## src/rtl/param_operand_stack.sv

```systemverilog
// Parametrised operand stack with combinational TOS/NOS ports and a sticky FAULT state.
// Optional high-water mark output (hwm/hwm_clr) is built when STACK_HWM_EN is defined.
module param_operand_stack #(
  parameter int WIDTH = 8,
  parameter int DEPTH = 16,
  localparam int CW = $clog2(DEPTH + 1)
) (
  input  logic             clk,
  input  logic             rst_n,
  input  logic             op_valid,
  input  logic [1:0]       sp_op,
  input  logic             wr_en,
  input  logic [WIDTH-1:0] wr_data,
  input  logic             err_clr,
`ifdef STACK_HWM_EN
  input  logic             hwm_clr,
  output logic [CW-1:0]    hwm,
`endif
  output logic [WIDTH-1:0] tos,
  output logic [WIDTH-1:0] nos,
  output logic [CW-1:0]    count,
  output logic             full,
  output logic             empty,
  output logic             overflow_err,
  output logic             underflow_err,
  output logic             fault
);

  localparam int AW = $clog2(DEPTH);
  localparam logic [CW-1:0] DEPTH_C = CW'(DEPTH);
  localparam logic [CW-1:0] ONE = CW'(1);
  localparam logic [CW-1:0] TWO = CW'(2);
  localparam logic [CW-1:0] THREE = CW'(3);

  typedef enum logic {RUN, FAULT} state_t;

  state_t                      state_q, state_d;
  logic [DEPTH-1:0][WIDTH-1:0] mem;
  logic [CW-1:0]               count_q, new_cnt;
  logic                        legal, do_op, ovf_q, ovf_d, unf_q, unf_d;
  logic [AW-1:0]               wr_idx, tos_idx, nos_idx;

  // Legality and post-operation occupancy, using the pre-operation count
  always_comb begin
    legal   = 1'b0;
    new_cnt = count_q;
    unique case (sp_op)
      2'b11: begin legal = count_q < DEPTH_C;                            new_cnt = count_q + ONE; end
      2'b10: begin legal = !wr_en || count_q >= ONE;                     new_cnt = count_q;       end
      2'b01: begin legal = count_q >= (wr_en ? TWO : ONE);              new_cnt = count_q - ONE; end
      2'b00: begin legal = count_q >= (wr_en ? THREE : TWO);            new_cnt = count_q - TWO; end
    endcase
  end

  always_comb begin
    state_d = state_q;
    ovf_d   = ovf_q;
    unf_d   = unf_q;
    do_op   = 1'b0;
    unique case (state_q)
      RUN: begin
        if (op_valid) begin
          if (legal) begin
            do_op = 1'b1;
          end else begin
            state_d = FAULT;
            if (sp_op == 2'b11) ovf_d = 1'b1;
            else                unf_d = 1'b1;
          end
        end
      end
      FAULT: begin
        // Operations are dropped while faulted, even alongside err_clr
        if (err_clr) begin
          state_d = RUN;
          ovf_d   = 1'b0;
          unf_d   = 1'b0;
        end
      end
    endcase
  end

  assign wr_idx = AW'(new_cnt - ONE);

  always_ff @(posedge clk or negedge rst_n) begin
    if (!rst_n) begin
      state_q <= RUN;
      ovf_q   <= 1'b0;
      unf_q   <= 1'b0;
      count_q <= '0;
      mem     <= '0;
    end else begin
      state_q <= state_d;
      ovf_q   <= ovf_d;
      unf_q   <= unf_d;
      if (do_op) begin
        count_q <= new_cnt;
        if (wr_en) mem[wr_idx] <= wr_data;
      end
    end
  end

`ifdef STACK_HWM_EN
  logic [CW-1:0] hwm_q;
  always_ff @(posedge clk or negedge rst_n) begin
    if (!rst_n)                            hwm_q <= '0;
    else if (hwm_clr)                      hwm_q <= count_q;
    else if (do_op && new_cnt > hwm_q)     hwm_q <= new_cnt;
  end
  assign hwm = hwm_q;
`endif

  assign tos_idx = AW'(count_q - ONE);
  assign nos_idx = AW'(count_q - TWO);

  assign tos           = (count_q >= ONE) ? mem[tos_idx] : '0;
  assign nos           = (count_q >= TWO) ? mem[nos_idx] : '0;
  assign count         = count_q;
  assign full          = count_q == DEPTH_C;
  assign empty         = count_q == '0;
  assign overflow_err  = ovf_q;
  assign underflow_err = unf_q;
  assign fault         = state_q == FAULT;

endmodule

```

## config.mk

```make
export PLATFORM = sky130hd
export DESIGN_NAME = param_operand_stack
export DESIGN_NICKNAME = d
export VERILOG_FILES = /design/src/rtl/param_operand_stack.sv
export SDC_FILE = /design/constraint.sdc
export NUM_CORES = 1
export LEC_CHECK = 0
export CORE_UTILIZATION = 35
export DETAILED_ROUTE_END_ITERATION = 8
export GPL_TIMING_DRIVEN = 0
export PLACE_DENSITY = 0.61
export SLEW_MARGIN = 10
export SYNTH_ARGS = -nofsm -noshare
export SYNTH_HDL_FRONTEND = slang
export SYNTH_SLANG_ARGS = --single-unit
```

## constraint.sdc

```tcl
create_clock -name clk -period 5.65 [get_ports clk]
set_clock_uncertainty 0.15 [all_clocks]
set_input_delay 0.565 -clock clk [delete_from_list [all_inputs] [get_ports clk]]
set_output_delay 0.565 -clock clk [all_outputs]
set_load 0.05 [all_outputs]
```

== After elaboration in Yosys (flattened, before gate mapping) ==
Cells that the tools add are included.
Cells by class
  add/sub/neg operators: 4
  $mul: 0
  div/mod/pow operators: 0
  magnitude comparators: 9
  eq/ne operators: 9
  shift-type cells: 0
  muxes and demuxes: 29
  bitwise logic cells: 1
  reduce and logical (&&, ||, !) cells: 8
Operators with widths (number)
  $bwmux 128: 1
  $bmux 8 s4: 2
  $mux 8: 5
  $demux 8 s4: 1
  $pmux 5 s4: 1
  $lt 4x5->1 const B: 3
  $mux 1: 14
  $ge 5x2->1: 2
  $ne 2x2->1 const B: 5
  $reduce_and 4->1: 2
  $pmux 1 s2: 3
  $add 5x1->5 const B: 1
  $eq 5x5->1 const B: 1
  $ge 5x1->1 const B: 1
  $ge 5x2->1 const B: 1
  $logic_not 5->1: 1
  $lt 5x5->1 const B: 1
  $sub 5x1->5 const B: 1
  $sub 5x2->5 const B: 1
  $eq 2x2->1 const B: 2
  $ge 4x1->1 const B: 1
  $pmux 1 s4: 1
  $sub 4x1->4 const B: 1
  $eq 2x1->1 const B: 1
  7 further kinds: 7
Storage, ports and cells
  bits in registers: 136
  latch bits: 0
  memory bits (writable): 0
  memory bits (read-only): 0
  input bits: 15
  output and inout bits: 26
  logic and storage cells: 80
  memories: 0

== Logic depth before layout (Yosys ltp) ==
Gate-level depths: netlist of run 1.
  depth after elaboration: 8
  mapped depth: 11
  depth with buffers taken out: 8

== Worst setup path after synthesis of run 1 ==
No wires, ideal clock.
  kind: reg-to-output
  start: register count_q[0] (netlist: count[0])
  end: output tos[0]
  arrival time: 3.885 ns
  required time: 4.935 ns
  slack: 1.050 ns
  stages on the path, launching flop included: 10
  cells stage by stage: dfrtp_1 -> buf_2 -> inv_1 -> ha_1 -> buf_2 -> buf_1 -> clkbuf_1 -> mux4_2 -> mux2i_1 -> a211oi_1
Between the ends
  word-level cells in the longest chain between the ends: 4
Ends and longest elaborated chain
  start: declaration: RTL line 39  | logic [CW-1:0] count_q, new_cnt;
  start signal: assignment: RTL line 97  | count_q <= new_cnt;
  $sub 5x1->5: RTL line 113  | assign tos_idx = AW'(count_q - ONE);
  $bmux 8 s4: RTL line 116  | assign tos = (count_q >= ONE) ? mem[tos_idx] : '0;
  $mux 8 (not written as such): RTL line 116
  $mux 8 (*): RTL line 116
  end: declaration: RTL line 19  | output logic [WIDTH-1:0] tos,
Mark *: on every way between the ends. The rest lies on a longest branch, timed or not. The select of a mux whose other input is x is not followed.

== Worst setup path after layout of run 1 ==
  start: register count_q[1] (netlist: count[1])
  end: output tos[5]
The elaborated chain is that of the path after synthesis.

==> flow_metrics.env, run 1 <==
export IMPL_antenna_cells=0
export IMPL_hpwl_mm=15.3
export IMPL_critPathBufInv=6
export IMPL_fin_crit_ns=5.43
export IMPL_tns_ns=0
export IMPL_synth_fa_ha_area_share_pct=1.70
export IMPL_drc=0
export IMPL_crit_fanout=10
export IMPL_required_ns=4.93
export IMPL_first_global_vias=5711
export IMPL_worstSetupPathType="reg2out"
export IMPL_route_vias_total=5229
export IMPL_antenna_left=0
export IMPL_grt_overflow=0
export IMPL_dr_first_iter_drc_count=354
export IMPL_fin_util_pct=42.0
export IMPL_seq_area_frac_synth_pct=42.0
export IMPL_fmax_ghz=0.184
export IMPL_synthFlopType="dfrtp_1"
export IMPL_tightest_slew_ns=1.17
export IMPL_synth_seq_cells=136
export IMPL_syn_area_per_cell_um2=15.2
export IMPL_dpl_cell_area_mm2=0.00892
export IMPL_finalHoldViolations=0
export IMPL_setup_viol=0
export IMPL_dieHeight_um=154
export IMPL_yosysTopAreaCellShare_pct=42.0
export IMPL_antenna_found_initial=0
export IMPL_syn_area_mm2=0.00811
export IMPL_syn_to_final_growth_pct=17.6
export IMPL_cts_sink_count=136
export IMPL_path_common_cell="buf_2"
export IMPL_cts_made_buffers=17
export IMPL_yosysUniqueCellTypes=55
export IMPL_final_net_count=623
export IMPL_crit_family="buffers and inverters"
export IMPL_async_reset_ff_share_pct=100
export IMPL_outcome="completed"
export IMPL_start_kind="register"
export IMPL_synth_xor_xnor_area_share_pct=1.59
export IMPL_synth_compound_area_share_pct=5.71
export IMPL_slew_viol_final=0
export IMPL_io_buffers=40
export IMPL_vias_per_cell=5.84
export IMPL_end_kind="output pin"
export IMPL_cts_path_max_buffers=2
export IMPL_dieArea_mm2=0.0238
export IMPL_grtUsageTotal_pct=21.2
export IMPL_grt_pass1_wl_mm=36.1
export IMPL_die_x_um=154
export IMPL_rsz0062_at_grt="no"
export IMPL_max_slew_margin_rel_pct=21.4
export IMPL_drv_cap=0
export IMPL_wl_per_cell_um=26.5
export IMPL_final_cell_area_mm2=0.00954
export IMPL_cp_slowest_stage_delay_ns=0.88
export IMPL_htreeDepth=4
export IMPL_tritoncts="yes"
export IMPL_rows=55
export IMPL_crit_path_cell_trace="buf_2, inv_1, ha_1, buf_2, buf_2, clkbuf_2, mux4_2, mux2i_1, a211oi_1, clkdlybuf4s50_1"
export IMPL_hold_class="reg2reg"
export IMPL_synthMuxAreaShare_pct=39.4
export IMPL_synth_top_area_cell="dfrtp_1"
export IMPL_stdcell_count=895
export IMPL_grt_max_degree=84
export IMPL_drive_above_1_share_pct=47.0
export IMPL_pin_count=41
export IMPL_synth_net_count=561
export IMPL_synth_simple_area_share_pct=7.16
export IMPL_cts_root_buf="clkbuf_16"
export IMPL_start_util_pct=35.7
export IMPL_critPathArrivalTime_ns=4.71
export IMPL_slowest_stage="clkdlybuf4s50_1"
export IMPL_drt_total_wl_mm=23.7
export IMPL_synth_edf_count=0
export IMPL_clkTransAtPathRegs_ns=0.06
export IMPL_syn_inst=535
export IMPL_synth_common_cells="dfrtp_1 (136), mux2_2 (121), mux4_2 (72)"
export IMPL_synthTopCellsByArea="dfrtp_1 (42%), mux4_2 (20%), mux2_2 (17%)"
export IMPL_post_cts_setup_buffers=0
export IMPL_yosysWarningCount=0
export IMPL_clk_latency_ns=0.42
export IMPL_place_congestion=0.789
export IMPL_firstDrtPassIters=4
export IMPL_synth_top_family_by_area="multiplexers"
export IMPL_ff2ff_setup_slack_ns=1.11
export IMPL_nFillCells=2086
export IMPL_coreArea_mm2=0.0227
export IMPL_yosysMostFrequentCell="dfrtp_1"
export IMPL_finalCritPeriodShare_pct=96.1
export IMPL_place_inst=862
==> layout make-up <==
cell class	instances	area, um^2	area share (%)
tap	285	357	3.74
clock buffer	19	443	4.65
inverter	8	30.0	0.315
multi-input combinational	356	4530	47.5
buffer	35	173	1.81
sequential	136	3400	35.7
timing repair buffer	43	454	4.76
clock inverter	13	143	1.50
==> cells by family (layout without fill, tap and decap cells) <==
| kind of cell | after synthesis | count (layout) |
|---|---|---|
| compound gates | 44 | 44 |
| mux | 213 | 213 |
| fa+ha+maj | 11 | 11 |
| buf+inv | 43 | 118 |
| xor+xnor | 10 | 10 |
| simple gates | 78 | 78 |
| flops | 136 | 136 |
==> placed cells by master (no fill, tap or decap), types with 7 or more instances in the layout <==
| cell type | synthesis | routed |
|---|---|---|
| ha_1 | 11 | 11 |
| inv_1 | 8 | 8 |
| clkbuf_1 | 16 | 14 |
| clkbuf_16 | 0 | 17 |
| mux2_1 | 7 | 7 |
| nor2_1 | 8 | 8 |
| nor2b_1 | 17 | 17 |
| clkdlybuf4s50_1 | 0 | 39 |
| mux2_2 | 121 | 121 |
| nand2_1 | 10 | 10 |
| buf_2 | 11 | 12 |
| mux4_2 | 72 | 72 |
| mux2i_1 | 12 | 12 |
| dfrtp_1 | 136 | 136 |
| a211oi_1 | 17 | 17 |
==> registers in the layout (all words and copies together), names as in the netlist <==
name / count
mem: 128
fault: 1
count: 5
underflow_err: 1
overflow_err: 1
==> metrics by stage <==
stage,hold slack [ns],worst slack (ns)
2_1_floorplan,0.119,1.05
3_3_place_gp,0.330,-1.31
5_1_grt,0.384,0.0560
4_1_cts,0.367,0.0129
6_report,0.371,0.221
3_5_place_dp,0.353,-0.0976
==> path summary, 6_finish.rpt <==
kind	end	startpoint	cells after the start
min in group asynchronous	mem[2]	rst_n	2
worst min register to register	mem[76]	mem[76]	1
max in group asynchronous	mem[119]	rst_n	3
worst min-delay path	mem[76]	mem[76]	1
worst max-delay path	tos[5]	count[1]	10
worst max register to register	mem[8]	count[1]	10
==> metal layers <==
metal	part of all wire, %	GRT usage, %
met5	0	0
met2	48	33.1
met1	42	28.1
met4	3.6	10.6
met3	5.8	4.46
==> what timing repair did <==
| action | CTS | global route |
|---|---|---|
| hold buffers | 1 | 0 |
| gates resized for setup | 4 | 2 |
| endpoints found under the setup margin | 8 | 8 |
| pin swaps | 0 | 0 |
| endpoints found under the hold margin | 53 | 0 |
Power of run 1 is left out: the tool's default activity adds up to more than one toggle a clock period on the data nets, which glitch-free logic cannot reach.
==> run 2: changes to the inputs <==
- SLEW_MARGIN: 10 -> 20
- clock period: 5.65 -> 5.2 ns (I/O delays scaled with it)
==> run 2 against run 1 <==
  * Global-route usage increased by 0.29 points
  * Critical path depth unchanged
  * Die area unchanged
  * Register-to-register slack got worse by 0.41 ns
  * First-iteration DRC count decreased by 4.8%
==> flow_metrics.env, run 2 (same netlist as run 1, synthesis figures left out) <==
export IMPL_outcome="completed"
export IMPL_dieHeight_um=154
export IMPL_fin_crit_ns=5.04
export IMPL_vias_per_cell=5.84
export IMPL_hpwl_mm=15.3
export IMPL_cts_path_max_buffers=2
export IMPL_stdcell_count=895
export IMPL_fin_util_pct=42.0
export IMPL_worstSetupPathType="reg2out"
export IMPL_place_inst=862
export IMPL_grt_pass1_wl_mm=36.3
export IMPL_final_net_count=623
export IMPL_mostFrequentLayoutCell="dfrtp_1"
export IMPL_grt_overflow=0
export IMPL_antenna_cells=0
export IMPL_htreeDepth=4
export IMPL_fin_hold_ws_ns=0.368
export IMPL_firstDrtPassIters=4
export IMPL_setup_viol=0
export IMPL_dieArea_mm2=0.0238
export IMPL_largest_register="mem"
export IMPL_drv_cap=0
export IMPL_crit_fanout=10
export IMPL_place_ws_ns=-0.517
export IMPL_route_vias_total=5231
export IMPL_antenna_found_initial=0
export IMPL_grtUsageTotal_pct=21.5
export IMPL_pin_count=41
export IMPL_place_congestion=0.789
export IMPL_first_global_vias=5757
export IMPL_fmax_ghz=0.198
export IMPL_nFillCells=2091
export IMPL_cts_root_buf="clkbuf_16"
export IMPL_io_buffers=40
export IMPL_cts_sink_count=136
export IMPL_max_slew_margin_rel_pct=23.2
export IMPL_setup_ws_ns=0.155
export IMPL_drive_above_1_share_pct=47.9
export IMPL_final_cell_mix="dfrtp_1 (136), mux2_2 (121), mux4_2 (72)"
export IMPL_coreArea_mm2=0.0227
export IMPL_largest_register_ffs=128
export IMPL_finalCritPeriodShare_pct=97.0
export IMPL_required_ns=4.53
export IMPL_rows=55
export IMPL_die_x_um=154
export IMPL_multi_input_area_mm2=0.00453
export IMPL_tritoncts="yes"
export IMPL_end_kind="output pin"
export IMPL_rsz0062_at_grt="no"
export IMPL_dr_first_iter_drc_count=337
export IMPL_grt_max_degree=101
export IMPL_critPathArrivalTime_ns=4.37
export IMPL_tightest_slew_ns=1.14
export IMPL_start_kind="register"
export IMPL_hold_class="reg2reg"
export IMPL_start_util_pct=35.7
export IMPL_drt_total_wl_mm=23.9
export IMPL_clkTransAtPathRegs_ns=0.06
export IMPL_post_cts_setup_buffers=0
export IMPL_finalHoldViolations=0
export IMPL_cts_made_buffers=17
export IMPL_syn_to_final_growth_pct=17.6
export IMPL_drc=0
export IMPL_slew_viol_final=0
export IMPL_wl_per_cell_um=26.6
export IMPL_clk_latency_ns=0.42
export IMPL_ff_latch_area_mm2=0.00340
export IMPL_antenna_left=0
-- run 2: final cells by class --
type	instances	area share, %
multi-input combinational	356	47.5
sequential	136	35.7
clock buffer	19	4.75
timing repair buffer	43	4.71
tap	285	3.74
buffer	35	1.89
clock inverter	13	1.39
inverter	8	0.315
-- run 2: worst paths after layout --
check	start	end	slack [ns]	cells past startpoint
max reg2reg	count[1]	mem[7]	0.70	11
max in group asynchronous	rst_n	mem[111]	3.70	3
min reg2reg	mem[78]	mem[78]	0.37	1
min in group asynchronous	rst_n	mem[34]	0.39	2
min	mem[78]	mem[78]	0.37	1
max	count[1]	tos[5]	0.16	10
-- run 2: stage by stage --
step / TNS, ns / instance area, um^2
after floorplan: 0 / 8110
after global placement: -235.25 / 8860
after detailed placement: -3.96 / 8920
after CTS: 0 / 9530
after global routing: 0 / 9540
final: 0 / 9540
-- run 2: critical path, stage by stage (launching register included) --
cell and delay (ns):
dfrtp_1 0.48, buf_2 0.39, inv_1 0.26, ha_1 0.34, buf_2 0.28, buf_2 0.41, buf_2 0.48, mux4_2 0.30
mux2i_1 0.08, a211oi_1 0.34, dlygate4sd2_1 0.58
-- run 2: metal layers --
metal / up-vias / GRT usage, % / wire (um)
li1: 2228 / - / -
met1: 2775 / 27.3 / 10100
met2: 170 / 33.5 / 11200
met3: 58 / 5.66 / 1310
met4: 0 / 11.7 / 1180
met5: - / 0 / 0
-- run 2: timing repair --
item / 4_1_cts / 5_1_grt
resized for setup: 14 / 7
hold endpoints to repair: 36 / 0
endpoints found under the setup margin: 8 / 7
hold buffers: 1 / 0
Power of run 2 is left out for the same reason.
==> run 3: changes to the inputs <==
- CORE_ASPECT_RATIO: not set -> 1.4
- PLACE_DENSITY: 0.61 -> not set
- PLACE_DENSITY_LB_ADDON: not set -> 0.12
==> run 3 against run 2 <==
  * Sequential cell count is the same
  * Wire length grew 3.6%
  * Sequential share of layout area shrank 0.27 points
  * First-iteration DRC count shrank 23%
  * Largest cell class unchanged
==> flow_metrics.env, run 3 (same netlist as run 1, synthesis figures left out) <==
export IMPL_grt_overflow=0
export IMPL_dieHeight_um=182
export IMPL_start_util_pct=35.9
export IMPL_antenna_cells=0
export IMPL_tns_ns=0
export IMPL_fin_crit_ns=4.98
export IMPL_hold_depth=1
export IMPL_antenna_left=0
export IMPL_cts_path_max_buffers=2
export IMPL_cts_made_buffers=17
export IMPL_tritoncts="yes"
export IMPL_dr_first_iter_drc_count=259
export IMPL_fin_util_pct=42.5
export IMPL_syn_to_final_growth_pct=18.5
export IMPL_r2r_end="mem[35]"
export IMPL_rows=65
export IMPL_largest_register_ffs=128
export IMPL_grtUsageTotal_pct=22.6
export IMPL_io_buffers=40
export IMPL_final_cell_mix="dfrtp_1 (136), mux2_2 (121), mux4_2 (72)"
export IMPL_vias_per_cell=5.76
export IMPL_slew_viol_final=0
export IMPL_slowest_stage="dlygate4sd2_1"
export IMPL_cts_root_buf="clkbuf_16"
export IMPL_grt_pass1_wl_mm=37.2
export IMPL_setup_viol=0
export IMPL_hpwl_mm=16.6
export IMPL_largest_register="mem"
export IMPL_antenna_found_initial=0
export IMPL_final_net_count=625
export IMPL_crit_path_cell_trace="buf_2, inv_1, ha_1, buf_2, buf_2, clkbuf_2, mux4_2, mux2i_1, a211oi_1, dlygate4sd2_1"
export IMPL_clkTransAtPathRegs_ns=0.06
export IMPL_crit_start="count[1]"
export IMPL_dpl_cell_area_mm2=0.00897
export IMPL_route_vias_total=5262
export IMPL_fmax_ghz=0.201
export IMPL_end_kind="output pin"
export IMPL_place_congestion=0.795
export IMPL_firstDrtPassIters=4
export IMPL_drt_total_wl_mm=24.7
export IMPL_place_ws_ns=-0.556
export IMPL_setup_ws_ns=0.217
export IMPL_die_x_um=131
export IMPL_first_global_vias=5702
export IMPL_drive_above_1_share_pct=48.0
export IMPL_start_kind="register"
export IMPL_critPathArrivalTime_ns=4.31
export IMPL_crit_fanout=10
export IMPL_path_common_cell="buf_2"
export IMPL_cts_sink_count=136
export IMPL_cp_slowest_stage_delay_ns=0.58
export IMPL_required_ns=4.53
export IMPL_clk_latency_ns=0.43
export IMPL_grt_max_degree=86
export IMPL_whs_endpoint="mem[52]"
export IMPL_max_slew_margin_rel_pct=23.3
export IMPL_ff2ff_setup_slack_ns=0.78
export IMPL_finalHoldViolations=0
export IMPL_rsz0062_at_grt="no"
export IMPL_hold_start="mem[52]"
export IMPL_dieArea_mm2=0.0238
export IMPL_htreeDepth=4
export IMPL_outcome="completed"
export IMPL_nFillCells=2144
export IMPL_worstReg2RegStart="count[1]"
export IMPL_worstSetupPathType="reg2out"
export IMPL_wl_per_cell_um=27.1
export IMPL_pin_count=41
export IMPL_coreArea_mm2=0.0226
export IMPL_drv_cap=0
export IMPL_hold_class="reg2reg"
export IMPL_post_cts_setup_buffers=0
export IMPL_final_cell_area_mm2=0.00961
export IMPL_tightest_slew_ns=1.14
export IMPL_drc=0
export IMPL_worstRegToRegCells=10
export IMPL_finalCritPeriodShare_pct=95.8
export IMPL_mostFrequentLayoutCell="dfrtp_1"
## run 3: cell types whose count changed in the layout (fill, tap and decap cells not counted), sizes merged
cell	change
clkdlybuf4s15	-1
buf	+3
clkinv	+3
bufinv	+2
dlymetal6s2s	+1
clkbuf	-2
inv	-4
## run 3: worst max-delay path, delay by kind of cell, from the launching register on
family | cells | cell delay [ns]
fa+ha+maj | 1 | 0.32
buf+inv | 6 | 2.33
compound gates | 1 | 0.37
flops | 1 | 0.47
mux | 2 | 0.37
## run 3: what timing repair did
item	CTS	global route
hold buffers	1	0
pin swaps	0	0
resized for setup	15	1
setup endpoints to repair	8	1
hold endpoints to repair	74	0
## run 3: layout make-up
type                            count  area, um^2  share of cell area [%]
Inverter                            8        30.0                   0.312
Sequential cell                   136        3400                    35.4
Multi-Input combinational cell    356        4530                    47.2
Tap cell                          301         377                    3.92
Clock inverter                     14         171                    1.78
Clock buffer                       18         439                    4.57
Timing Repair Buffer               45         478                    4.97
Buffer                             35         180                    1.87
## run 3: how the worst max path moves through the flow
stage | end | slack [ns]
after floorplan | tos[0] | 0.65
after global placement | mem[3] | -2.08
after detailed placement | tos[6] | -0.56
after CTS | tos[7] | 0.04
after global routing | tos[6] | 0.04
final | tos[6] | 0.22
## run 3: metal layers
metal | global-route usage (%) | part of all wire [%] | vias up
met5 | 0 | 0 | -
met4 | 11.6 | 4.3 | 0
met3 | 3.08 | 3.3 | 46
met2 | 38.4 | 52 | 128
met1 | 27.7 | 40 | 2871
li1 | - | - | 2217
## run 3: per-stage QoR
stage	hold slack [ns]	std cells
2_1_floorplan	0.0744	535
3_3_place_gp	0.333	876
3_5_place_dp	0.348	880
4_1_cts	0.363	913
5_1_grt	0.378	913
6_report	0.360	913
Power of run 3 is left out for the same reason.
